<file path="src/rtl/yarp_div_if.sv">
// yarp_div_if: request/response bundle between the YARP execute stage and
// the iterative divide unit.
//
// Signals (named from the divider's point of view):
//   start_i     request, accepted when ready_o=1 and flush_i=0
//   op_i        00 DIV, 01 DIVU, 10 REM, 11 REMU
//   rs1_data_i  dividend
//   rs2_data_i  divisor
//   rd_addr_i   destination register
//   flush_i     abort any in-flight operation
//   ready_o     unit idle
//   done_o      one-cycle completion pulse
//   wr_en_o     register file write enable
//   rd_addr_o   latched destination register
//   wr_data_o   quotient or remainder
//
// Modports: master (execute stage / bench) drives requests,
//           slave (divider) drives responses.
interface yarp_div_if;
  logic        start_i;
  logic [1:0]  op_i;
  logic [31:0] rs1_data_i;
  logic [31:0] rs2_data_i;
  logic [4:0]  rd_addr_i;
  logic        flush_i;
  logic        ready_o;
  logic        done_o;
  logic        wr_en_o;
  logic [4:0]  rd_addr_o;
  logic [31:0] wr_data_o;

  modport master (
    output start_i, op_i, rs1_data_i, rs2_data_i, rd_addr_i, flush_i,
    input  ready_o, done_o, wr_en_o, rd_addr_o, wr_data_o
  );

  modport slave (
    input  start_i, op_i, rs1_data_i, rs2_data_i, rd_addr_i, flush_i,
    output ready_o, done_o, wr_en_o, rd_addr_o, wr_data_o
  );
endinterface

</file>
<file path="src/rtl/yarp_div.sv">
// yarp_div: iterative RV32M divide unit (DIV, DIVU, REM, REMU).
// Radix-2 restoring division, one quotient bit per cycle. Divide-by-zero
// and signed overflow resolve straight to DONE (latency 1); all other
// operations take 32 CALC cycles (done_o in cycle 33 after accept).
//
// Ports:
//   clk    core clock, rising edge
//   reset  synchronous active-high reset
//   bus    yarp_div_if.slave (request in, register file write out)
//
// Optional feature macro: YARP_DIV_EARLY_OUT_EN
//   When defined, |dividend| < |divisor| (divisor nonzero) also resolves
//   at accept with quotient 0 / remainder = dividend.
module yarp_div #(
  parameter int XLEN  = 32,
  parameter int ITERS = 32
) (
  input logic       clk,
  input logic       reset,
  yarp_div_if.slave bus
);

  localparam int CW = $clog2(ITERS);

  typedef enum logic [1:0] {
    ST_IDLE = 2'd0,
    ST_CALC = 2'd1,
    ST_DONE = 2'd2
  } state_t;

  state_t          r_state, w_state_next;
  logic [CW-1:0]   r_cnt, w_cnt_next;

  logic [XLEN-1:0] r_rem, r_quo, r_div;
  logic            r_neg_q, r_neg_r, r_op_rem;
  logic [4:0]      r_rd_pend, r_rd_addr;
  logic [XLEN-1:0] r_wr_data;

  // ---------------- accept-time decode ----------------
  logic            w_accept, w_signed, w_div_zero, w_ovf, w_early, w_special;
  logic [XLEN-1:0] w_a, w_b, w_a_mag, w_b_mag;
  logic [XLEN-1:0] w_spec_quo, w_spec_rem, w_spec_res;

  assign w_accept   = (r_state == ST_IDLE) && bus.start_i && !bus.flush_i;
  assign w_signed   = !bus.op_i[0];
  assign w_a        = bus.rs1_data_i;
  assign w_b        = bus.rs2_data_i;
  assign w_a_mag    = (w_signed && w_a[XLEN-1]) ? -w_a : w_a;
  assign w_b_mag    = (w_signed && w_b[XLEN-1]) ? -w_b : w_b;
  assign w_div_zero = (w_b == '0);
  assign w_ovf      = w_signed && (w_a == {1'b1, {(XLEN-1){1'b0}}}) && (w_b == '1);

`ifdef YARP_DIV_EARLY_OUT_EN
  assign w_early    = !w_div_zero && (w_a_mag < w_b_mag);
`else
  assign w_early    = 1'b0;
`endif

  assign w_special  = w_div_zero || w_ovf || w_early;

  always_comb begin
    w_spec_quo = '0;
    w_spec_rem = w_a;
    if (w_div_zero) begin
      w_spec_quo = '1;
      w_spec_rem = w_a;
    end else if (w_ovf) begin
      w_spec_quo = {1'b1, {(XLEN-1){1'b0}}};
      w_spec_rem = '0;
    end
  end

  assign w_spec_res = bus.op_i[1] ? w_spec_rem : w_spec_quo;

  // ---------------- one restoring step ----------------
  // Partial remainder stays below the divisor, so the shifted value fits in
  // XLEN+1 bits and bit XLEN of the difference is a clean borrow flag.
  logic [XLEN:0]   w_shift, w_diff;
  logic            w_ge, w_last;
  logic [XLEN-1:0] w_rem_step, w_quo_step, w_final;

  assign w_shift    = {r_rem, r_quo[XLEN-1]};
  assign w_diff     = w_shift - {1'b0, r_div};
  assign w_ge       = !w_diff[XLEN];
  assign w_rem_step = w_ge ? w_diff[XLEN-1:0] : w_shift[XLEN-1:0];
  assign w_quo_step = {r_quo[XLEN-2:0], w_ge};
  assign w_last     = (r_cnt == CW'(ITERS-1));
  assign w_final    = r_op_rem ? (r_neg_r ? -w_rem_step : w_rem_step)
                               : (r_neg_q ? -w_quo_step : w_quo_step);

  // ---------------- FSM ----------------
  always_comb begin
    w_state_next = r_state;
    w_cnt_next   = r_cnt;
    case (r_state)
      ST_IDLE: begin
        w_cnt_next = '0;
        if (w_accept) w_state_next = w_special ? ST_DONE : ST_CALC;
      end
      ST_CALC: begin
        if (w_last) begin
          w_state_next = ST_DONE;
          w_cnt_next   = '0;
        end else begin
          w_cnt_next   = r_cnt + 1'b1;
        end
      end
      ST_DONE: w_state_next = ST_IDLE;
      default: w_state_next = ST_IDLE;
    endcase
    if (bus.flush_i) begin
      w_state_next = ST_IDLE;
      w_cnt_next   = '0;
    end
  end

  always_ff @(posedge clk) begin
    if (reset) begin
      r_state <= ST_IDLE;
      r_cnt   <= '0;
    end else begin
      r_state <= w_state_next;
      r_cnt   <= w_cnt_next;
    end
  end

  // ---------------- datapath ----------------
  // Result and rd outputs only change when an operation commits, so an
  // aborted operation leaves the previous result visible.
  always_ff @(posedge clk) begin
    if (reset) begin
      r_rem     <= '0;
      r_quo     <= '0;
      r_div     <= '0;
      r_neg_q   <= 1'b0;
      r_neg_r   <= 1'b0;
      r_op_rem  <= 1'b0;
      r_rd_pend <= '0;
      r_rd_addr <= '0;
      r_wr_data <= '0;
    end else if (w_accept) begin
      r_rem     <= '0;
      r_quo     <= w_a_mag;
      r_div     <= w_b_mag;
      r_neg_q   <= w_signed && (w_a[XLEN-1] ^ w_b[XLEN-1]);
      r_neg_r   <= w_signed && w_a[XLEN-1];
      r_op_rem  <= bus.op_i[1];
      r_rd_pend <= bus.rd_addr_i;
      if (w_special) begin
        r_wr_data <= w_spec_res;
        r_rd_addr <= bus.rd_addr_i;
      end
    end else if ((r_state == ST_CALC) && !bus.flush_i) begin
      r_rem <= w_rem_step;
      r_quo <= w_quo_step;
      if (w_last) begin
        r_wr_data <= w_final;
        r_rd_addr <= r_rd_pend;
      end
    end
  end

  assign bus.ready_o   = (r_state == ST_IDLE) && !reset;
  assign bus.done_o    = (r_state == ST_DONE);
  assign bus.wr_en_o   = (r_state == ST_DONE) && (r_rd_addr != 5'd0);
  assign bus.rd_addr_o = r_rd_addr;
  assign bus.wr_data_o = r_wr_data;

endmodule

</file>
<file path="src/flat_wrapper.sv">
// flat-port wrapper written by rule: the top's interface ports become plain ports
module yarp_div_flat 
#(
  parameter int XLEN  = 32,
  parameter int ITERS = 32
)
  (clk, reset, bus_start_i, bus_op_i, bus_rs1_data_i, bus_rs2_data_i, bus_rd_addr_i, bus_flush_i, bus_ready_o, bus_done_o, bus_wr_en_o, bus_rd_addr_o, bus_wr_data_o);
  yarp_div_if bus_i ();
  input logic clk;
  input logic reset;
  input wire logic [$bits(bus_i.start_i)-1:0] bus_start_i;
  input wire logic [$bits(bus_i.op_i)-1:0] bus_op_i;
  input wire logic [$bits(bus_i.rs1_data_i)-1:0] bus_rs1_data_i;
  input wire logic [$bits(bus_i.rs2_data_i)-1:0] bus_rs2_data_i;
  input wire logic [$bits(bus_i.rd_addr_i)-1:0] bus_rd_addr_i;
  input wire logic [$bits(bus_i.flush_i)-1:0] bus_flush_i;
  output wire logic [$bits(bus_i.ready_o)-1:0] bus_ready_o;
  output wire logic [$bits(bus_i.done_o)-1:0] bus_done_o;
  output wire logic [$bits(bus_i.wr_en_o)-1:0] bus_wr_en_o;
  output wire logic [$bits(bus_i.rd_addr_o)-1:0] bus_rd_addr_o;
  output wire logic [$bits(bus_i.wr_data_o)-1:0] bus_wr_data_o;
  assign bus_i.start_i = bus_start_i;
  assign bus_i.op_i = bus_op_i;
  assign bus_i.rs1_data_i = bus_rs1_data_i;
  assign bus_i.rs2_data_i = bus_rs2_data_i;
  assign bus_i.rd_addr_i = bus_rd_addr_i;
  assign bus_i.flush_i = bus_flush_i;
  assign bus_ready_o = bus_i.ready_o;
  assign bus_done_o = bus_i.done_o;
  assign bus_wr_en_o = bus_i.wr_en_o;
  assign bus_rd_addr_o = bus_i.rd_addr_o;
  assign bus_wr_data_o = bus_i.wr_data_o;
  yarp_div #(.XLEN(XLEN), .ITERS(ITERS)) u_core (.clk(clk), .reset(reset), .bus(bus_i));
endmodule
</file>
<file path="config.mk">
export PLATFORM = sky130hd
export DESIGN_NAME = yarp_div_flat
export DESIGN_NICKNAME = d
export VERILOG_FILES = /design/src/rtl/yarp_div_if.sv /design/src/rtl/yarp_div.sv /design/src/flat_wrapper.sv
export SDC_FILE = /design/constraint.sdc
export NUM_CORES = 1
export LEC_CHECK = 0
export ABC_AREA = 1
export BUFFER_PORTS_ARGS = -buffer_cell sky130_fd_sc_hd__buf_2
export CORE_UTILIZATION = 60
export DETAILED_ROUTE_END_ITERATION = 10
export PLACE_DENSITY = 0.89
export SYNTH_ARGS = -nofsm -noshare
export SYNTH_HDL_FRONTEND = slang
export SYNTH_SLANG_ARGS = --single-unit
</file>
<file path="constraint.sdc">
create_clock -name clk -period 11.25 [get_ports clk]
set_input_delay 1.125 -clock clk [delete_from_list [all_inputs] [get_ports clk]]
set_output_delay 1.125 -clock clk [all_outputs]
set_load 0.005 [all_outputs]
</file>
==> results of run 1 <==
==> cell usage after synthesis, types with 6 or more instances <==
cell                          n
sky130_fd_sc_hd__a21oi_1    149
sky130_fd_sc_hd__a31oi_1     39
sky130_fd_sc_hd__buf_2       16
sky130_fd_sc_hd__clkbuf_1    56
sky130_fd_sc_hd__dfxtp_1    148
sky130_fd_sc_hd__ha_1        39
sky130_fd_sc_hd__inv_1      318
sky130_fd_sc_hd__inv_2        7
sky130_fd_sc_hd__nand2_1    699
sky130_fd_sc_hd__nand2_2     29
sky130_fd_sc_hd__nand3_1    170
sky130_fd_sc_hd__nand3b_1    12
sky130_fd_sc_hd__nand4_1     27
sky130_fd_sc_hd__nor2_1     192
sky130_fd_sc_hd__nor2_2       8
sky130_fd_sc_hd__nor3_1      27
sky130_fd_sc_hd__nor4_1      11
sky130_fd_sc_hd__o2111ai_1    6
sky130_fd_sc_hd__o211ai_1    10
sky130_fd_sc_hd__o21ai_0    147
sky130_fd_sc_hd__o21ai_1     11
sky130_fd_sc_hd__o21bai_1     8
sky130_fd_sc_hd__o221ai_1    13
sky130_fd_sc_hd__xnor2_1     19
sky130_fd_sc_hd__xor2_1      39
==> placed cells by master (no fill, tap or decap), types with 4 or more instances in the layout <==
| cell type | synthesis | layout |
|---|---|---|
| sky130_fd_sc_hd__a21oi_1 | 149 | 149 |
| sky130_fd_sc_hd__a21oi_2 | 5 | 5 |
| sky130_fd_sc_hd__a31oi_1 | 39 | 39 |
| sky130_fd_sc_hd__buf_2 | 16 | 114 |
| sky130_fd_sc_hd__buf_4 | 4 | 12 |
| sky130_fd_sc_hd__clkbuf_16 | 0 | 17 |
| sky130_fd_sc_hd__dfxtp_1 | 148 | 148 |
| sky130_fd_sc_hd__ha_1 | 39 | 39 |
| sky130_fd_sc_hd__inv_1 | 318 | 317 |
| sky130_fd_sc_hd__inv_2 | 7 | 8 |
| sky130_fd_sc_hd__inv_6 | 0 | 6 |
| sky130_fd_sc_hd__mux2i_1 | 5 | 5 |
| sky130_fd_sc_hd__nand2_1 | 699 | 699 |
| sky130_fd_sc_hd__nand2_2 | 29 | 29 |
| sky130_fd_sc_hd__nand2_4 | 5 | 5 |
| sky130_fd_sc_hd__nand3_1 | 170 | 169 |
| sky130_fd_sc_hd__nand3b_1 | 12 | 12 |
| sky130_fd_sc_hd__nand4_1 | 27 | 27 |
| sky130_fd_sc_hd__nor2_1 | 192 | 189 |
| sky130_fd_sc_hd__nor2_2 | 8 | 11 |
| sky130_fd_sc_hd__nor3_1 | 27 | 27 |
| sky130_fd_sc_hd__nor3_2 | 5 | 5 |
| sky130_fd_sc_hd__nor4_1 | 11 | 11 |
| sky130_fd_sc_hd__o2111ai_1 | 6 | 6 |
| sky130_fd_sc_hd__o211ai_1 | 10 | 10 |
| sky130_fd_sc_hd__o21ai_0 | 147 | 147 |
| sky130_fd_sc_hd__o21ai_1 | 11 | 11 |
| sky130_fd_sc_hd__o21ai_2 | 4 | 4 |
| sky130_fd_sc_hd__o21bai_1 | 8 | 8 |
| sky130_fd_sc_hd__o221ai_1 | 13 | 13 |
| sky130_fd_sc_hd__or2_2 | 5 | 5 |
| sky130_fd_sc_hd__xnor2_1 | 19 | 19 |
| sky130_fd_sc_hd__xor2_1 | 39 | 39 |
==> worst reg2reg max path: stages (launching register included) <==
cell	delay (ns)
sky130_fd_sc_hd__dfxtp_1	0.32
sky130_fd_sc_hd__inv_1	0.09
sky130_fd_sc_hd__ha_1	0.19
sky130_fd_sc_hd__inv_1	0.08
sky130_fd_sc_hd__fa_1	0.43
sky130_fd_sc_hd__nand2_1	0.08
sky130_fd_sc_hd__nand2_1	0.08
sky130_fd_sc_hd__nand3_1	0.08
sky130_fd_sc_hd__nand2_1	0.12
sky130_fd_sc_hd__nand2_1	0.10
sky130_fd_sc_hd__nand2_2	0.08
sky130_fd_sc_hd__nand2_4	0.10
sky130_fd_sc_hd__nand3_2	0.14
sky130_fd_sc_hd__nand2_4	0.49
sky130_fd_sc_hd__ha_1	0.34
sky130_fd_sc_hd__nand2_1	0.08
sky130_fd_sc_hd__nor3_1	0.32
sky130_fd_sc_hd__nand3_1	0.19
sky130_fd_sc_hd__nand3b_1	0.24
sky130_fd_sc_hd__nand3b_1	0.20
sky130_fd_sc_hd__o21ai_0	0.36
sky130_fd_sc_hd__o21ai_0	0.18
sky130_fd_sc_hd__o21ai_0	0.19
sky130_fd_sc_hd__a21oi_1	0.06
sky130_fd_sc_hd__nor2_1	0.11
sky130_fd_sc_hd__nand2_1	0.06
sky130_fd_sc_hd__nand2_1	0.06
sky130_fd_sc_hd__a21oi_1	0.07
==> how the worst max path moves through the flow <==
| stage | start | endpoint | slack [ns] | depth (start not counted) |
|---|---|---|---|---|
| after global routing | u_core.r_quo[31]$_SDFFE_PP0P_ | u_core.bus.wr_data_o[28]$_SDFFE_PP0P_ | 5.95 | 27 |
| after floorplan | u_core.r_quo[31]$_SDFFE_PP0P_ | u_core.bus.wr_data_o[30]$_SDFFE_PP0P_ | 7.42 | 29 |
| after global placement | bus_flush_i | u_core.bus.rd_addr_o[2]$_SDFFE_PP0P_ | 6.49 | 15 |
| after CTS | u_core.r_quo[31]$_SDFFE_PP0P_ | u_core.bus.wr_data_o[28]$_SDFFE_PP0P_ | 6.43 | 27 |
| after detailed placement | bus_flush_i | u_core.bus.wr_data_o[1]$_SDFFE_PP0P_ | 6.37 | 15 |
| final | u_core.r_quo[31]$_SDFFE_PP0P_ | u_core.bus.wr_data_o[28]$_SDFFE_PP0P_ | 6.29 | 27 |
==> layout make-up <==
type | instances | share of cell area [%]
timing repair buffer | 126 | 4.58
sequential | 148 | 20.6
multi-input combinational | 1717 | 59.5
clock inverter | 14 | 1.40
inverter | 328 | 8.54
clock buffer | 18 | 3.05
tap | 275 | 2.39
==> cell families (layout without fill, tap and decap cells) <==
| group | Yosys count | count (layout) | share of synthesized area [%] |
|---|---|---|---|
| fa+ha+maj | 40 | 40 | 3.86 |
| flops | 148 | 148 | 22.5 |
| buf+inv | 415 | 486 | 12.5 |
| mux | 5 | 5 | 0.380 |
| xor+xnor | 58 | 58 | 3.86 |
| simple gates | 1205 | 1205 | 39.4 |
| compound gates | 409 | 409 | 17.5 |
==> stage by stage <==
| step | utilization, % | cell area (um2) | setup WS [ns] | cells | total power (uW) |
|---|---|---|---|---|---|
| floorplan | - | 13200 | 7.42 | 2280 | 1090 |
| global placement | 64.7 | 13800 | 6.49 | 2594 | 1250 |
| detailed placement | 64.7 | 13800 | 6.37 | 2594 | 1260 |
| CTS | 67.7 | 14400 | 6.43 | 2626 | 1890 |
| global route | 67.7 | 14400 | 5.95 | 2626 | 2020 |
| finish | 67.7 | 14400 | 6.29 | 2626 | 1920 |
==> flip-flops by register name, indices dropped and copies added (netlist names), 2 cells and up <==
name	flops
u_core.bus.wr_data_o	32
u_core.r_div	32
u_core.r_quo	32
u_core.r_rem	32
u_core.bus.rd_addr_o	5
u_core.r_cnt	5
u_core.r_rd_pend	5
u_core.r_state	2
==> report_power, final <==
group          switching [uW]  leakage (uW)  internal (uW)  total [uW]
sequential               20.4       0.00121            546         566
combinational             495       0.00595            215         710
clock                     272      0.000315            367         638
total                     787       0.00747           1130        1920
==> metal layers <==
layer	routed length [um]	part of all wire [%]	vias up
met1	17800	42	6847
li1	-	-	7482
met2	18300	44	753
met3	3730	8.9	167
met4	2170	5.2	2
met5	12	0.029	-
==> flow_summary.yaml, run 1 <==
clocking:
  post_cts.repair.setup_buffers: 0
  cts_tree: "built"
  numClockSinks: 148
  cts_htree_levels: 4
  clockRootBuffer: "sky130_fd_sc_hd__clkbuf_16"
  clock_slew_at_the_register_clock_pins_of_the_worst_setup_and_hold_paths_ns: 0.07
  worst_skew_pair.late_latency_ns: 0.44
  holdBufCountCts: 0
  numCtsBuffers: 17
  postCtsResizedCells: 0
  clock_path_buffers: 2
timing:
  timing.final.crit_share_pct: 44.1
  setup_viol_count_final: 0
  setup-tns-final_ns: 0
  final-hold-violation-count: 0
  hold_ws_ns: 0.466
  slew_headroom_pct: 28.5
  layout_skew_ns: 0.0191
  pin_slew_with_the_least_headroom_to_its_limit_ns: 1.07
  post-route-min-period_ns: 4.96
  timing.fmax_ghz: 0.202
  rsz0062_at_grt: "no"
  maxSlewViolCount: 0
setup_path:
  critical_path.n_buffers_inverters: 2
  crit_arrival_ns: 5.24
  timing.critical_path.required_ns: 11.53
  path_max_fanout: 52
  worst_path_max_delay_cell: "sky130_fd_sc_hd__nand2_4"
  reg2reg_from: "u_core.r_quo[31]$_SDFFE_PP0P_"
  worstReg2RegEnd: "u_core.bus.wr_data_o[28]$_SDFFE_PP0P_"
  timing.reg2reg.setup_slack_ns: 6.29
  critical-path-top-cell-by-count: "sky130_fd_sc_hd__nand2_1"
  critPathKind: "reg -> reg"
  worstSetupEndpointType: "flop"
  crit_path_start_kind: "flop"
  crit_path_max_incr_delay_ns: 0.49
  worst_r2r_path_depth: 27
  cp_top_family: "simple AND/OR/NAND/NOR gates"
die:
  fp.dieArea_um2: 22500
  row_count: 53
  area_of_the_core_region_um2: 21300
  design.portCount: 115
  die_y_um: 150
  initial_core_util_pct: 61.9
  chipWidth_um: 150
synthesis:
  seq_area_frac_synth_pct: 22.5
  synthArstFlopShare_pct: 0
  synth_cell_types: 57
  post_synth_inst_count: 2280
  synth.yosys.warnings: 0
  yosys-top-cells-area: "sky130_fd_sc_hd__dfxtp_1, sky130_fd_sc_hd__nand2_1, sky130_fd_sc_hd__inv_1"
  post_synth.cell_area_avg_um2: 5.78
  synth-main-ff-cell: "sky130_fd_sc_hd__dfxtp_1"
  synth.ff_latch_count: 148
  mappedNetlistArea_um2: 13200
  synth_largest_type_area_fraction_pct: 22.5
  synth_enable_flop_cells: 0
  syn_nets: 2395
  yosys.area.top_type: "sky130_fd_sc_hd__dfxtp_1"
finish:
  final.fill_count: 1965
  layout-drive-gt1-share_pct: 10.3
  insertedDiodeCount: 0
  fin_nets: 2453
  regArea_um2: 2960
  multi_input_area_um2: 8570
  area.growth.synth_to_final_pct: 9.43
hold_path:
  whs_endpoint: "u_core.bus.wr_data_o[29]$_SDFFE_PP0P_"
  hold_path_depth: 2
  timing.hold.worst.class: "reg -> reg"
  hold_path.startpoint: "u_core.bus.wr_data_o[29]$_SDFFE_PP0P_"
detailed_routing:
  wl_per_cell_um: 16.0
  drt_pre_antenna_iters: 6
  postRouteAntennaNets: 0
  route.detailed.drc: 0
  detail_route.wirelength_um: 42000
  route.detailed.vias_per_inst: 5.81
  drtIter0Drc: 1393
  route.vias.total: 15300
grt:
  antenna_found_initial: 1
  global_route.usage.total_pct: 37.5
  grt_first_pass_wirelength_um: 66200
  grt_pass1_vias: 13500
  routing_usage_on_met1_pct: 49.2
  gr-usage-met2_pct: 58.2
  grt_start_max_net_pins: 76
  groute.layer.met3.usage_pct: 6.91
  top_usage_layer: "met2"
  overflow: 0
pwr:
  ir_drop_v: 0.000116
  power.density_cell_area_nw_per_um2: 133
  power_leakage_uw: 0.00747
flow_run:
  maxCapViolations: 0
place:
  io_buffer_count: 114
  detailed_place_hpwl_um: 31700
  finalWeightedCongestion: 0.959
run_status:
  outcome: "complete, no violations"
Power figures use the tool's default switching activity.
==> inputs of run 2 (changes only) <==
ABC_AREA = 0   (was 1)
PLACE_DENSITY = 0.9   (was 0.89)
clock period = 4.8 ns   (was 11.25 ns; I/O delays follow)
==> flow_summary.yaml, run 2 <==
detailed_routing:
  drt_pre_antenna_iters: 6
  drtIter0Drc: 2025
  route.vias.total: 13100
  route.detailed.drc: 0
  postRouteAntennaNets: 0
  route.detailed.vias_per_inst: 6.97
  detail_route.wirelength_um: 40100
  wl_per_cell_um: 21.3
finish:
  insertedDiodeCount: 0
  area.growth.synth_to_final_pct: 14.7
  layout_common_cells: "sky130_fd_sc_hd__nor2_1, sky130_fd_sc_hd__a21oi_1, sky130_fd_sc_hd__dfxtp_1"
  layout-drive-gt1-share_pct: 15.1
  fin_nets: 1746
  final.fill_count: 1483
  design_area_um2: 13200
  finalCoreUtilization_pct: 70.4
timing:
  maxSlewViolCount: 0
  post-route-min-period_ns: 4.69
  timing.fmax_ghz: 0.213
  timing.final.crit_share_pct: 97.6
  layout_skew_ns: 0.0121
  setup_viol_count_final: 0
  final-hold-violation-count: 0
  rsz0062_at_grt: "yes"
  pin_slew_with_the_least_headroom_to_its_limit_ns: 1.36
  slew_headroom_pct: 9.18
die:
  die_y_um: 140
  initial_core_util_pct: 61.4
  design.portCount: 115
  row_count: 50
  fp.dieArea_um2: 19700
  chipWidth_um: 140
  area_of_the_core_region_um2: 18700
pwr:
  switching_power_uw: 1410
  clock_network_fraction_of_total_power_pct: 36.3
  power_frac_seq_pct: 33.2
  power.density_cell_area_nw_per_um2: 301
  power_leakage_uw: 0.00511
  ir_drop_v: 0.000307
  power_switching_share_pct: 35.6
  total_power_uw: 3960
  share_comb_of_total_power_pct: 30.5
  p_int_uw: 2550
synthesis:
  yosys-top-cells-area: "sky130_fd_sc_hd__dfxtp_1, sky130_fd_sc_hd__a21oi_1, sky130_fd_sc_hd__nor2_1"
  synth_largest_type_area_fraction_pct: 25.8
  synth-main-ff-cell: "sky130_fd_sc_hd__dfxtp_1"
  yosys.area.top_type: "sky130_fd_sc_hd__dfxtp_1"
  post_synth.cell_area_avg_um2: 7.43
  post_synth_inst_count: 1544
  synth.ff_latch_count: 148
  top_count_cell_post_synth: "sky130_fd_sc_hd__nor2_1"
  synth_top_cells_by_count: "sky130_fd_sc_hd__nor2_1, sky130_fd_sc_hd__a21oi_1, sky130_fd_sc_hd__dfxtp_1"
  synthArstFlopShare_pct: 0
  synth_enable_flop_cells: 0
  mappedNetlistArea_um2: 11500
  synth.yosys.warnings: 0
  synth_cell_types: 76
  seq_area_frac_synth_pct: 25.8
  syn_nets: 1659
run_status:
  outcome: "complete, no violations"
setup_path:
  critPathKind: "reg -> reg"
  worst_path_max_delay_cell: "sky130_fd_sc_hd__a2111oi_4"
  path_max_fanout: 5
  critical_path.n_buffers_inverters: 2
  worstSetupEndpointType: "flop"
  crit_arrival_ns: 5.04
  timing.critical_path.from: "u_core.r_quo[31]$_SDFFE_PP0P_"
  reg2reg_from: "u_core.r_quo[31]$_SDFFE_PP0P_"
  cp_top_family: "compound AO/OA/AOI/OAI gates"
  crit_path_start_kind: "flop"
  timing.critical_path.required_ns: 5.15
  critical_path.cell_chain: "inv_2, ha_4, inv_2, fa_2, a211oi_4, o211ai_1, nand4_2, a2111oi_4, nor3_2, nor2_4, mux2i_4, ha_4, nand2_2, or3_4, nor3_4, o21ai_2, o41a_1, o41ai_2, xor2_1, o21ai_1, a221oi_2"
  crit_path_max_incr_delay_ns: 0.48
grt:
  grt_first_pass_wirelength_um: 63300
  global_route.usage.total_pct: 40.5
  grt_pass1_vias: 12000
  overflow: 0
  grt_start_max_net_pins: 88
  antenna_found_initial: 0
clocking:
  cts_htree_levels: 4
  holdBufCountCts: 0
  numCtsBuffers: 17
  cts_tree: "built"
  numClockSinks: 148
  clockRootBuffer: "sky130_fd_sc_hd__clkbuf_16"
  worst_skew_pair.late_latency_ns: 0.44
  clock_path_buffers: 2
  clock_slew_at_the_register_clock_pins_of_the_worst_setup_and_hold_paths_ns: 0.06
flow_run:
  maxCapViolations: 0
place:
  detailed_place_hpwl_um: 29000
  placed_cell_area_um2: 12300
  io_buffer_count: 114
  finalWeightedCongestion: 1.01
hold_path:
  timing.hold.worst.class: "in -> reg"
  hold_path.startpoint: "bus_rd_addr_i[2]"
[run 2: cell type report]
class	count	area, um2	area share [%]
well taps	234	293	2.22
repair buffers	170	993	7.55
flip-flops and latches	148	2960	22.5
clock inverters	12	169	1.28
inverters	54	203	1.54
multi-input cells	1240	8090	61.5
clock buffers	20	447	3.39
[run 2: power by group through the flow]
stage | logic [uW] | registers [uW] | clock network [uW]
2_1_floorplan | 770 | 1330 | 0
3_3_place_gp | 1080 | 1340 | 0
3_5_place_dp | 1100 | 1340 | 0
4_1_cts | 1120 | 1310 | 1430
5_1_grt | 1290 | 1320 | 1480
6_report | 1210 | 1320 | 1440
[run 2: tightest hold or removal path, cell delays in order]
cell and delay, ns:
sky130_fd_sc_hd__buf_2 0.07, sky130_fd_sc_hd__mux2i_1 0.07, sky130_fd_sc_hd__nor2_1 0.08
[run 2: what timing repair did]
action / in CTS / in global routing
cloned: 0 / 0
buffers inserted: 0 / 7
pin swaps: 0 / 16
resized for setup: 5 / 29
endpoints found under the hold margin: 0 / 0
setup endpoints to repair: 1 / 7
[run 2: kinds of logic after synthesis]
logic type,after synthesis,synth area share (%)
xor+xnor,125,9.54
mux,34,3.03
buf+inv,156,5.33
compound gates,541,31.4
flops,148,25.8
simple gates,500,20.4
fa+ha+maj,40,4.43
[run 2: final timing paths]
check / cells past startpoint / endpoint / slack (ns)
setup reg to reg: 21 / u_core.bus.wr_data_o[24]$_SDFFE_PP0P_ / 0.11
setup / recovery: 21 / u_core.bus.wr_data_o[24]$_SDFFE_PP0P_ / 0.11
hold / removal: 3 / u_core.r_rd_pend[2]$_SDFFE_PP0P_ / 0.30
hold reg to reg: 2 / u_core.bus.wr_data_o[5]$_SDFFE_PP0P_ / 0.44
[run 2: layer usage]
metal  vias to the layer above  routed length [um]  GRT usage (%)  part of all wire (%)
met5                         -                   0              0                     0
met4                         0                1960           19.1                   4.9
met3                       201                4910           8.92                    12
met2                       988               17600           61.9                    44
met1                      6022               15700           54.3                    39
li1                       5885                   -              -                     -
[run 2: through the flow]
step	TNS (ns)	cells	hold slack, ns	worst slack [ns]
detailed placement	-0.0606	1839	0.435	-0.0606
global route	-0.291	1878	0.320	-0.140
CTS	0	1871	0.305	0.0512
finish	0	1878	0.299	0.113
floorplan	0	1544	0.432	0.0523
global placement	0	1839	0.432	0.145
